$ cat src/rtl/gps_pkg.sv
// gps_pkg: shared state encoding, result record and SV stepping rule for the GPS round sequencer
package gps_pkg;
  localparam int GPS_SV_W   = 6;
  localparam int GPS_CA_W   = 13;
  localparam int GPS_CODE_W = 128;
  typedef enum logic [2:0] {
    S_IDLE, S_CHECK, S_RST_DUT, S_WAIT_SPACE, S_START, S_WAIT_VALID, S_CAPTURE, S_NEXT
  } gps_seq_state_t;
  typedef struct packed {
    logic [GPS_SV_W-1:0]   sv;
    logic [GPS_CA_W-1:0]   ca;
    logic [GPS_CODE_W-1:0] p;
    logic [GPS_CODE_W-1:0] l;
  } gps_result_t;
  // an inverted range pins the sweep to first; reaching (or passing) last wraps back to first
  function automatic logic [GPS_SV_W-1:0] gps_next_sv(input logic [GPS_SV_W-1:0] sv, first, last,
                                                       input logic sweep);
    return !sweep ? sv : (first > last || sv >= last) ? first : sv + GPS_SV_W'(1);
  endfunction
endpackage

$ cat src/rtl/gps_result_fifo.sv
// gps_result_fifo: result queue, push side from the sequencer, valid/ready pop side to software
// Ports: clk/rst_n, push/din/full write side, valid/ready/dout pop side, count occupancy.
module gps_result_fifo
  import gps_pkg::*;
#(
  parameter int DEPTH = 4
) (
  input  logic                     clk,
  input  logic                     rst_n,
  input  logic                     push,
  input  gps_result_t              din,
  output logic                     full,
  output logic                     valid,
  input  logic                     ready,
  output gps_result_t              dout,
  output logic [$clog2(DEPTH):0]   count
);
  localparam int AW = $clog2(DEPTH);
  localparam int CW = AW + 1;
  gps_result_t mem [DEPTH];
  logic [AW-1:0] wr_ptr, rd_ptr;
  logic pop, wr;
  assign pop   = valid && ready;
  // a pop in the same cycle frees the slot, so a full queue still accepts
  assign wr    = push && (!full || pop);
  assign valid = count != '0;
  assign full  = count == CW'(DEPTH);
  // empty head reads as zero so outputs are clean after reset
  assign dout  = valid ? mem[rd_ptr] : '0;
  always_ff @(posedge clk)
    if (wr) mem[wr_ptr] <= din;
  always_ff @(posedge clk or negedge rst_n)
    if (!rst_n) begin
      wr_ptr <= '0;
      rd_ptr <= '0;
      count  <= '0;
    end else begin
      if (wr) wr_ptr <= wr_ptr + AW'(1);
      if (pop) rd_ptr <= rd_ptr + AW'(1);
      count <= count + CW'(wr) - CW'(pop);
    end
endmodule

$ cat src/rtl/gps_round_sequencer.sv
// gps_round_sequencer: runs programmed code-generation rounds on the GPS mock-TSS core and queues results
// Ports: cfg_* run configuration, key_complete LLKI gate, gps_* to/from the core,
//        res_*/fifo_count result queue pop side, busy/done/err_* status.
module gps_round_sequencer
  import gps_pkg::*;
#(
  parameter int FIFO_DEPTH = 4,
  parameter int RST_CYCLES = 4,
  parameter int TIMEOUT_W  = 16
) (
  input  logic                          sys_clk,
  input  logic                          rst_n,
  input  logic                          cfg_start,
  input  logic                          cfg_abort,
  input  logic [7:0]                    cfg_rounds,
  input  logic                          cfg_sweep,
  input  logic [GPS_SV_W-1:0]           cfg_sv_first,
  input  logic [GPS_SV_W-1:0]           cfg_sv_last,
  input  logic [TIMEOUT_W-1:0]          cfg_timeout,
  input  logic                          key_complete,
  output logic                          gps_rst_dut,
  output logic [GPS_SV_W-1:0]           gps_sv_num,
  output logic                          gps_start_round,
  input  logic                          gps_l_code_valid,
  input  logic [GPS_CA_W-1:0]           gps_ca_code,
  input  logic [GPS_CODE_W-1:0]         gps_p_code,
  input  logic [GPS_CODE_W-1:0]         gps_l_code,
  output logic                          res_valid,
  input  logic                          res_ready,
  output logic [GPS_SV_W-1:0]           res_sv,
  output logic [GPS_CA_W-1:0]           res_ca,
  output logic [GPS_CODE_W-1:0]         res_p,
  output logic [GPS_CODE_W-1:0]         res_l,
  output logic [$clog2(FIFO_DEPTH):0]   fifo_count,
  output logic                          busy,
  output logic                          done,
  output logic                          err_timeout,
  output logic                          err_nokey
);
  localparam int RW = $clog2(RST_CYCLES + 1);
  localparam logic [RW-1:0] RST_LAST = RW'(RST_CYCLES - 1);
  gps_seq_state_t state;
  logic [7:0] rounds_q;
  logic [GPS_SV_W-1:0] sv_q, first_q;
  logic [RW-1:0] rcnt;
  logic [TIMEOUT_W-1:0] tcnt, tcnt_inc;
  logic fifo_full, space;
  gps_result_t head;
  // tcnt counts edges since the start pulse; tcnt_inc is the value after the coming edge
  assign tcnt_inc   = tcnt + TIMEOUT_W'(1);
  assign space      = !fifo_full || (res_valid && res_ready);
  assign gps_sv_num = sv_q;
  assign busy       = state != S_IDLE;
  assign res_sv     = head.sv;
  assign res_ca     = head.ca;
  assign res_p      = head.p;
  assign res_l      = head.l;
  gps_result_fifo #(.DEPTH(FIFO_DEPTH)) u_fifo (
    .clk   (sys_clk),
    .rst_n (rst_n),
    .push  (state == S_CAPTURE),
    .din   ({sv_q, gps_ca_code, gps_p_code, gps_l_code}),
    .full  (fifo_full),
    .valid (res_valid),
    .ready (res_ready),
    .dout  (head),
    .count (fifo_count)
  );
  always_ff @(posedge sys_clk or negedge rst_n)
    if (!rst_n) begin
      state           <= S_IDLE;
      rounds_q        <= '0;
      sv_q            <= '0;
      first_q         <= '0;
      rcnt            <= '0;
      tcnt            <= '0;
      gps_rst_dut     <= 1'b0;
      gps_start_round <= 1'b0;
      done            <= 1'b0;
      err_timeout     <= 1'b0;
      err_nokey       <= 1'b0;
    end else begin
      gps_rst_dut     <= 1'b0;
      gps_start_round <= 1'b0;
      done            <= 1'b0;
      if (state != S_IDLE && cfg_abort) begin
        state <= S_IDLE;
        sv_q  <= '0;
      end else case (state)
        S_IDLE: if (cfg_start && !cfg_abort) begin
          err_timeout <= 1'b0;
          err_nokey   <= 1'b0;
          rounds_q    <= cfg_rounds;
          sv_q        <= cfg_sv_first;
          first_q     <= cfg_sv_first;
          done        <= cfg_rounds == '0;
          state       <= cfg_rounds == '0 ? S_IDLE : S_CHECK;
        end
        S_CHECK: begin
          err_nokey   <= !key_complete;
          gps_rst_dut <= key_complete;
          rcnt        <= '0;
          state       <= key_complete ? S_RST_DUT : S_IDLE;
        end
        S_RST_DUT: begin
          gps_rst_dut <= rcnt != RST_LAST;
          rcnt        <= rcnt + RW'(1);
          state       <= rcnt == RST_LAST ? S_WAIT_SPACE : S_RST_DUT;
        end
        S_WAIT_SPACE: if (space) begin
          gps_start_round <= 1'b1;
          tcnt            <= '0;
          state           <= S_START;
        end
        S_START: begin
          tcnt  <= tcnt_inc;
          state <= S_WAIT_VALID;
        end
        S_WAIT_VALID:
          if (gps_l_code_valid) state <= S_CAPTURE;
          else if (cfg_timeout != '0 && tcnt_inc >= cfg_timeout) begin
            err_timeout <= 1'b1;
            gps_rst_dut <= 1'b1;
            state       <= S_IDLE;
          end else tcnt <= tcnt_inc;
        S_CAPTURE: state <= S_NEXT;
        S_NEXT: begin
          rounds_q <= rounds_q - 8'd1;
          if (rounds_q == 8'd1) begin
            done  <= 1'b1;
            state <= S_IDLE;
          end else begin
            sv_q        <= gps_next_sv(sv_q, first_q, cfg_sv_last, cfg_sweep);
            gps_rst_dut <= 1'b1;
            rcnt        <= '0;
            state       <= S_RST_DUT;
          end
        end
        default: state <= S_IDLE;
      endcase
    end
endmodule
$ cat config.mk
export PLATFORM = sky130hd
export DESIGN_NAME = gps_round_sequencer
export DESIGN_NICKNAME = d
export VERILOG_FILES = /design/src/rtl/gps_pkg.sv /design/src/rtl/gps_result_fifo.sv /design/src/rtl/gps_round_sequencer.sv
export SDC_FILE = /design/constraint.sdc
export NUM_CORES = 1
export LEC_CHECK = 0
export ABC_CLOCK_PERIOD_IN_PS = 7800
export CORE_MARGIN = 2
export CORE_UTILIZATION = 38
export DETAILED_ROUTE_END_ITERATION = 10
export GPL_TIMING_DRIVEN = 1
export PLACE_DENSITY = 0.64
export SLEW_MARGIN = 20
export SYNTH_ARGS = -nofsm -noshare
export SYNTH_HDL_FRONTEND = slang
export SYNTH_SLANG_ARGS = --single-unit
$ cat constraint.sdc
create_clock -name sys_clk -period 7.8 [get_ports sys_clk]
set_input_delay 1.56 -clock sys_clk [delete_from_list [all_inputs] [get_ports sys_clk]]
set_output_delay 1.56 -clock sys_clk [all_outputs]
set_load 0.02 [all_outputs]
==> reports/metrics.yaml, run 1 <==
grt_pass1_wl_mm: 154
num_vias: 22900
avgRoutedWirePerCell_um: 23.0
seqPwrFrac_pct: 36.0
peakVddDrop_uv: 284
rows: 126
ff_latch_area_um2: 34400
relSlewSlack_pct: 27.6
start_util_pct: 38.3
postSynthCellCount: 2191
synth-simple-area-share_pct: 5.35
p_leak_nw: 18.5
synthAdderAreaFrac_pct: 1.15
hpwl_mm: 61.9
drive_above_1_share_pct: 16.9
ys_ff_latch: 1154
multiInputGateArea_um2: 10300
ys_warn_count: 0
synth_fp_nets: 2545
cts_hold_buf: 0
fin_nets: 3175
status: "completed"
wl_mm: 103
cts_root_buffer: "clkbuf_16"
synth_top_family_by_area: "multiplexers"
worst_slew_pin_slew_ns: 1.09
hold_slack_ns: 0.496
cts_setup_buffers: 0
worst-setup-path-type: "register to primary output"
synth_cell_type_count: 60
coreArea_um2: 118000
layout_commonest_cell: "edfxtp_1"
combPwrFrac_pct: 36.3
cp-start-kind: "register"
final_cell_mix: "edfxtp_1, clkdlybuf4s50_1, and2_1, mux4_2, clkbuf_16"
cts_sinks: 1154
hp-class: "register to register"
port_buffers: 603
clock_power_share_pct: 27.7
powerDensity_nw_per_um2: 354
area_growth_pct: 25.9
cts_tree: "yes"
cts_buffers: 118
htreeDepth: 3
end_kind: "primary output"
worstPathMaxFanout: 101
cts.clk_slew.worst_paths_ns: 0.07
power.switching_mw: 6.28
post-route-period-util_pct: 70.4
avgSynthCellArea_um2: 20.7
cpPeakStageDelay_ns: 0.78
maxSlewViolCount: 0
clk_latency_ns: 0.70
layout_min_cycle_time_ns: 5.49
synthArstFlopShare_pct: 4.68
synth-edff-count: 1100
drt-initial-drc-count: 1588
cp_cell_sequence: "or3_4, buf_4, and2_1, clkdlybuf4s50_1"
crit_required_ns: 6.24
finClkSkew_ns: 0.0345
die_w_um: 349
synthesis.area_um2: 45300
ys_seq_area_share_pct: 75.9
post_cts_resized: 0
critPathBufInv: 2
gp_congestion: 0.818
setup_viol: 0
fin_tns_setup_ns: 0
vias_per_cell: 5.14
sw_frac_of_total_pct: 31.1
final-hold-violation-count: 0
p_int_mw: 13.9
drc_errors: 0
die_h_um: 349
synthXorXnorAreaFrac_pct: 0.445
drtAntennaViolNets: 0
clockBufferDepth: 3
antenna_found_initial: 24
cp.arrival_ns: 3.93
crit_path_top_delay_cell: "buf_4"
drv_cap: 0
grt_max_degree: 134
fillers: 9658
max_clock_freq_mhz: 182
synth_compound_area_share_pct: 1.88
ys.flop_type: "edfxtp_1"
io_pins: 604
grt_pass1_vias: 24500
grt_usage_pct: 16.6
drtPass1Iterations: 5
grt_setup_unrepaired: "no"
synth_mux_area_share_pct: 13.9
critPathTopFamily: "buffers and inverters"
gr-total-overflow: 0
dieArea_um2: 122000
[state kept, by name (all words and copies together), names as in the netlist, 2 cells and up]
name / flops
gps_sv_num: 6
u_fifo.wr_ptr: 2
first_q: 6
u_fifo.count: 3
tcnt: 16
u_fifo.mem: 1100
rounds_q: 8
state: 3
rcnt: 3
u_fifo.rd_ptr: 2
[power by group through the flow]
| stage | registers (mW) | logic, mW | clock network [mW] |
|---|---|---|---|
| 2_1_floorplan | 7.24 | 4.36 | 0 |
| 3_3_place_gp | 7.38 | 7.37 | 0 |
| 3_5_place_dp | 7.41 | 7.41 | 0 |
| 4_1_cts | 7.28 | 7.45 | 5.75 |
| 5_1_grt | 7.31 | 7.79 | 6.00 |
| 6_report | 7.28 | 7.32 | 5.60 |
[final cells by class]
cell class / instances / share of cell area (%)
Inverter: 39 / 0.257
Sequential cell: 1154 / 60.3
Antenna cell: 4 / 0.0176
Clock buffer: 146 / 5.44
Clock inverter: 72 / 1.35
Tap cell: 1536 / 3.37
Timing Repair Buffer: 629 / 11.2
Multi-Input combinational cell: 879 / 18.1
[synth_stat cells (all sizes together), types with 3 or more instances]
| master | instances | area (um^2) |
|---|---|---|
| ha | 40 | 500 |
| a31oi | 5 | 31.3 |
| or3 | 9 | 56.3 |
| o41ai | 13 | 114 |
| a21o | 3 | 22.5 |
| nor4 | 8 | 50.1 |
| nor2 | 20 | 75.1 |
| nor4b | 3 | 26.3 |
| clkbuf | 86 | 323 |
| nand2 | 29 | 109 |
| nand2b | 4 | 25.0 |
| nand4 | 5 | 31.3 |
| edfxtp | 1100 | 33000 |
| o21ai | 37 | 208 |
| nand3 | 15 | 75.1 |
| and3 | 7 | 43.8 |
| o22ai | 4 | 25.0 |
| inv | 39 | 146 |
| o31ai | 9 | 67.6 |
| and4 | 4 | 35.0 |
| a21oi | 27 | 135 |
| a22o | 5 | 43.8 |
| nor3 | 9 | 45.0 |
| or2 | 3 | 18.8 |
| dfrtp | 54 | 1350 |
| mux2 | 6 | 67.6 |
| mux4 | 275 | 6190 |
| nor2b | 5 | 31.3 |
| xor2 | 7 | 61.3 |
| and2 | 281 | 1760 |
| a211o | 3 | 26.3 |
| buf | 33 | 145 |
| xnor2 | 16 | 140 |
[through the flow]
step / std cells / cell area, um^2 / power, mW / worst slack (ns) / util (%)
2_1_floorplan: 2191 / 45300 / 11.6 / 1.51 / -
3_3_place_gp: 4237 / 53100 / 14.8 / 2.81 / 45.0
3_5_place_dp: 4237 / 53100 / 14.8 / 2.76 / 45.0
4_1_cts: 4455 / 57000 / 20.5 / 2.15 / 48.3
5_1_grt: 4457 / 57000 / 21.1 / 2.02 / 48.3
6_report: 4459 / 57000 / 20.2 / 2.31 / 48.3
[layer usage]
metal	vias to the layer above	GRT usage, %	wire, um
li1	10100	-	-
met1	11900	21.1	40900
met2	670	27.8	51800
met3	163	5.02	7700
met4	36	4.14	1870
met5	-	0	245
[final timing paths]
| path | endpoint | start | slack [ns] | cells past startpoint |
|---|---|---|---|---|
| hold / removal | rcnt[0] | rcnt[0] | 0.50 | 1 |
| min in group asynchronous | err_timeout | rst_n | 0.99 | 2 |
| setup reg to reg | tcnt[13] | tcnt[3] | 3.11 | 12 |
| setup / recovery | res_p[17] | u_fifo.count[1] | 2.31 | 4 |
| hold reg to reg | rcnt[0] | rcnt[0] | 0.50 | 1 |
| max in group asynchronous | u_fifo.rd_ptr[1] | rst_n | 6.21 | 2 |
[cells by family after synthesis]
group | after synthesis
compound gates | 125
xor+xnor | 23
fa+ha+maj | 41
buf+inv | 158
flops | 1154
mux | 283
simple gates | 407
No activity file was read; power rests on OpenSTA's default activity.
==> run 2: changes to the inputs <==
- ABC_CLOCK_PERIOD_IN_PS: 7800 -> 5400
- PLACE_DENSITY: 0.64 -> 0.62
- clock period: 7.8 -> 5.4 ns (I/O delays scaled with it)
==> reports/metrics.yaml, run 2 (synthesis results as in run 1) <==
final_cell_mix: "edfxtp_1, clkdlybuf4s50_1, and2_1, mux4_2, clkbuf_16"
grt_pass1_vias: 24900  # +1.6%
io_pins: 604  # unchanged
start_util_pct: 38.3  # unchanged
port_buffers: 603  # unchanged
drt-initial-drc-count: 1474  # -7.2%
maxSlewViolCount: 0  # unchanged
grt_setup_unrepaired: "no"
worstPathMaxFanout: 27  # -73%
finish.utilization_pct: 48.4  # +0.15 points
cp_cell_sequence: "buf_12, buf_4, mux4_2, and2_1, clkdlybuf4s50_1"
drtPass1Iterations: 6  # +1
max_clock_freq_mhz: 224
num_vias: 23100  # +0.84%
die_h_um: 349  # unchanged
hpwl_mm: 65.6  # +5.9%
die_w_um: 349  # unchanged
crit_path_top_delay_cell: "dfrtp_4"
fillers: 9659  # +0.010%
end_kind: "primary output"
fin_nets: 3199  # +0.76%
layout_min_cycle_time_ns: 4.47
cts_tree: "yes"
peakVddDrop_uv: 432  # +52%
hp-class: "register to register"
cts_setup_buffers: 0  # unchanged
cp.arrival_ns: 3.39  # -0.54 ns
antenna_found_initial: 31  # +29%
gp_congestion: 0.806  # -1.4%
post_cts_resized: 0  # unchanged
wl_mm: 105  # +2.2%
crit_required_ns: 4.32  # -1.92 ns
cts.clk_slew.worst_paths_ns: 0.05  # -0.02 ns
layout_commonest_cell: "edfxtp_1"
avgRoutedWirePerCell_um: 23.3  # +1.5%
worst-setup-path-type: "register to primary output"
critPathBufInv: 3  # +1
coreArea_um2: 118000  # unchanged
final-hold-violation-count: 0  # unchanged
grt_usage_pct: 17.0  # +0.38 points
grt_max_degree: 117  # -13%
vias_per_cell: 5.15  # +0.19%
drc_errors: 0  # unchanged
finClkSkew_ns: 0.0715  # +0.0370 ns
cts_root_buffer: "clkbuf_16"
drtAntennaViolNets: 0  # unchanged
p_leak_nw: 18.5  # +0.42%
rows: 126  # unchanged
grt_pass1_wl_mm: 156  # +1.5%
cts_sinks: 1154  # unchanged
final_area_um2: 57200  # +0.31%
drv_cap: 0  # unchanged
clk_latency_ns: 0.73  # +0.03 ns
largest_register_ffs: 1100  # unchanged
largest_registers: "u_fifo.mem (1100), tcnt (16), rounds_q (8)"
cp-start-kind: "register"
critPathTopFamily: "buffers and inverters"
htreeDepth: 3  # unchanged
status: "completed"
worst_slew_pin_slew_ns: 1.02  # -0.0686 ns
cts_buffers: 119  # +0.85%
post-route-period-util_pct: 82.8
powerDensity_nw_per_um2: 509  # +44%
dieArea_um2: 122000  # unchanged
setup_viol: 0  # unchanged
power_mw: 29.1  # +44%
multiInputGateArea_um2: 10300  # about the same
drive_above_1_share_pct: 17.3  # +0.48 points
hold_slack_ns: 0.495  # -0.000767 ns
cpPeakStageDelay_ns: 0.80  # +0.02 ns
area_growth_pct: 26.3
cts_hold_buf: 0  # unchanged
ff_latch_area_um2: 34400  # unchanged
regMostFlops: "u_fifo.mem"
gr-total-overflow: 0  # unchanged
clockBufferDepth: 3  # unchanged
place_area_um2: 53400  # +0.54%
relSlewSlack_pct: 32.1  # +4.6 points
## run 2: cell types whose count changed in the layout (fill, tap and decap cells not counted), sizes merged
cell and change:
buf +23, diode +6, bufinv -7, clkbuf +4, clkinvlp +3, clkinv +2, inv -2
## run 2: metal layers
layer,wire length [um],vias to the layer above,track usage (%)
li1,-,10200,-
met1,41900,12100,21.5
met2,52100,653,28.1
met3,8390,180,5.48
met4,2100,48,4.60
met5,297,-,0
## run 2: worst register-to-register path, delay by kind of cell (launching register included)
family / cells / cell delay, ns
fa+ha+maj: 1 / 0.32
simple gates: 8 / 2.56
xor+xnor: 1 / 0.18
compound gates: 2 / 0.40
flops: 1 / 0.42
buf+inv: 1 / 0.26
## run 2: worst paths after layout
| check | from | to | slack, ns | cells after the start |
|---|---|---|---|---|
| max in group asynchronous | rst_n | u_fifo.rd_ptr[0] | 4.30 | 2 |
| min in group asynchronous | rst_n | rounds_q[2] | 0.52 | 2 |
| worst max register to register | tcnt[2] | tcnt[8] | 1.07 | 13 |
| worst min register to register | rcnt[0] | rcnt[0] | 0.49 | 1 |
| worst min-delay path | rcnt[0] | rcnt[0] | 0.49 | 1 |
| worst max-delay path | u_fifo.rd_ptr[0] | res_l[29] | 0.93 | 5 |
## run 2: final cells by class
| type | instances | share of cell area (%) |
|---|---|---|
| flip-flops and latches | 1154 | 60.1 |
| clock buffers | 150 | 5.41 |
| inverters | 39 | 0.256 |
| clock inverters | 68 | 1.14 |
| diodes | 10 | 0.0438 |
| repair buffers | 652 | 11.6 |
| well taps | 1536 | 3.36 |
| multi-input cells | 879 | 18.0 |
## run 2: stage by stage
stage	std cells	setup TNS [ns]	worst slack, ns
CTS	4478	0	0.731
floorplan	2191	-455.30	-0.414
global placement	4260	0	1.13
detailed placement	4260	0	1.07
global route	4484	0	0.671
finish	4488	0	0.927
## run 2: power breakdown
part	switching [mW]	internal, mW	total (mW)
clock network	3.36	4.40	7.77
logic	5.39	5.46	10.9
registers	0.437	10.1	10.5
total	9.19	19.9	29.1
==> run 3: changes to the inputs <==
- ABC_CLOCK_PERIOD_IN_PS: 5400 -> 4300
- clock period: 5.4 -> 4.3 ns (I/O delays scaled with it)
==> reports/metrics.yaml, run 3 (synthesis results as in run 1) <==
clk_latency_ns: 0.70  # -0.03 ns
end_kind: "primary output"
dp_cells: 4290  # +0.70%
powerDensity_nw_per_um2: 640  # +26%
worstPathMaxFanout: 34  # +26%
num_vias: 23300  # +0.95%
max_clock_freq_mhz: 244
fin_cells: 4519  # +0.69%
gp_congestion: 0.811  # +0.51%
drc_errors: 0  # unchanged
layout_commonest_cell: "edfxtp_1"
coreArea_um2: 118000  # unchanged
finClkSkew_ns: 0.0310  # -0.0404 ns
grt_usage_pct: 17.5  # +0.56 points
cts.clk_slew.worst_paths_ns: 0.07  # +0.02 ns
die_h_um: 349  # unchanged
worst_slew_pin_slew_ns: 0.998  # -0.0203 ns
clockBufferDepth: 3  # unchanged
p_leak_nw: 18.7  # +1.0%
drtAntennaViolNets: 0  # unchanged
setup_viol: 0  # unchanged
gr-total-overflow: 0  # unchanged
grt_pass1_vias: 24900  # +0.080%
rows: 126  # unchanged
worst-setup-path-type: "register to primary output"
final_cell_mix: "edfxtp_1, clkdlybuf4s50_1, and2_1, mux4_2, clkbuf_16"
vias_per_cell: 5.16  # +0.25%
cts_sinks: 1154  # unchanged
fin_nets: 3229  # +0.94%
cp.arrival_ns: 3.24  # -0.15 ns
finish.utilization_pct: 48.7  # +0.29 points
htreeDepth: 3  # unchanged
power_mw: 36.8  # +26%
post-route-period-util_pct: 95.3
dieArea_um2: 122000  # unchanged
largest_register_ffs: 1100  # unchanged
layout_min_cycle_time_ns: 4.10
start_util_pct: 38.3  # unchanged
final-hold-violation-count: 0  # unchanged
drive_above_1_share_pct: 18.2  # +0.88 points
largest_registers: "u_fifo.mem (1100), tcnt (16), rounds_q (8)"
drv_cap: 0  # unchanged
maxSlewViolCount: 0  # unchanged
cts_tree: "yes"
drt-initial-drc-count: 1530  # +3.8%
grt_setup_unrepaired: "no"
cts_buffers: 116  # -2.5%
antenna_found_initial: 34  # +9.7%
drtPass1Iterations: 7  # +1
peakVddDrop_uv: 495  # +15%
avgRoutedWirePerCell_um: 24.0  # +2.9%
cts_root_buffer: "clkbuf_16"
crit_required_ns: 3.44  # -0.88 ns
io_pins: 604  # unchanged
grt_pass1_wl_mm: 160  # +2.6%
hpwl_mm: 70.0  # +6.7%
regMostFlops: "u_fifo.mem"
die_w_um: 349  # unchanged
cp-start-kind: "register"
status: "completed"
hp-class: "input port to async pin"
wl_mm: 109  # +3.6%
area_growth_pct: 27.0
port_buffers: 603  # unchanged
grt_max_degree: 100  # -15%
relSlewSlack_pct: 33.5  # +1.4 points
cts_hold_buf: 0  # unchanged
[run 3: critical path: stages (launching register included)]
cell and delay (ns):
dfrtp_4 0.71, buf_4 0.54, mux4_2 0.43, and2_1 0.19, clkdlybuf4s50_1 0.60
[run 3: routing by layer]
metal,track usage [%],vias to the layer above,wire length (um)
li1,-,10300,-
met1,22.3,12200,43700
met2,28.7,703,53700
met3,6.04,180,8800
met4,4.56,44,2110
met5,0,-,252
[run 3: layout make-up]
type	count	area, um^2
Sequential cell	1154	34400
Timing Repair Buffer	685	7030
Multi-Input combinational cell	879	10300
Tap cell	1536	1920
Clock buffer	145	3050
Antenna cell	13	32.5
Fill cell	9578	60600
Clock inverter	68	648
Inverter	39	146
[run 3: path summary, 6_finish.rpt]
kind	start	end	slack, ns	depth (start not counted)
worst max-delay path	u_fifo.rd_ptr[1]	res_p[13]	0.20	4
worst min-delay path	rst_n	rounds_q[2]	0.27	1
worst max register to register	tcnt[2]	gps_rst_dut	0.39	13
worst min register to register	rcnt[0]	rcnt[0]	0.51	1
max in group asynchronous	rst_n	rcnt[1]	3.21	2
min in group sys_clk	rcnt[0]	rcnt[0]	0.51	1
[run 3: timing repair]
item / in CTS / in global routing
buffers inserted: 3 / 0
setup endpoints to repair: 1 / 15
resized for setup: 0 / 1
[run 3: stage by stage]
step	setup TNS [ns]	setup slack, ns	instance area (um^2)	hold WS (ns)
after global placement	0	0.401	53700	0.469
after global routing	0	0.0347	57500	0.297
after CTS	0	0.0862	57500	0.247
after detailed placement	0	0.272	53700	0.511
after floorplan	-1423.30	-1.29	45300	0.457
final	0	0.202	57500	0.275
[run 3: power by group]
| part | switching, mW | leakage [nW] | total (mW) | internal (mW) |
|---|---|---|---|---|
| Clock | 4.17 | 1.79 | 9.79 | 5.62 |
| Sequential | 0.434 | 10.6 | 13.1 | 12.6 |
| Combinational | 7.01 | 6.36 | 14.0 | 6.96 |
| Total | 11.6 | 18.7 | 36.8 | 25.2 |
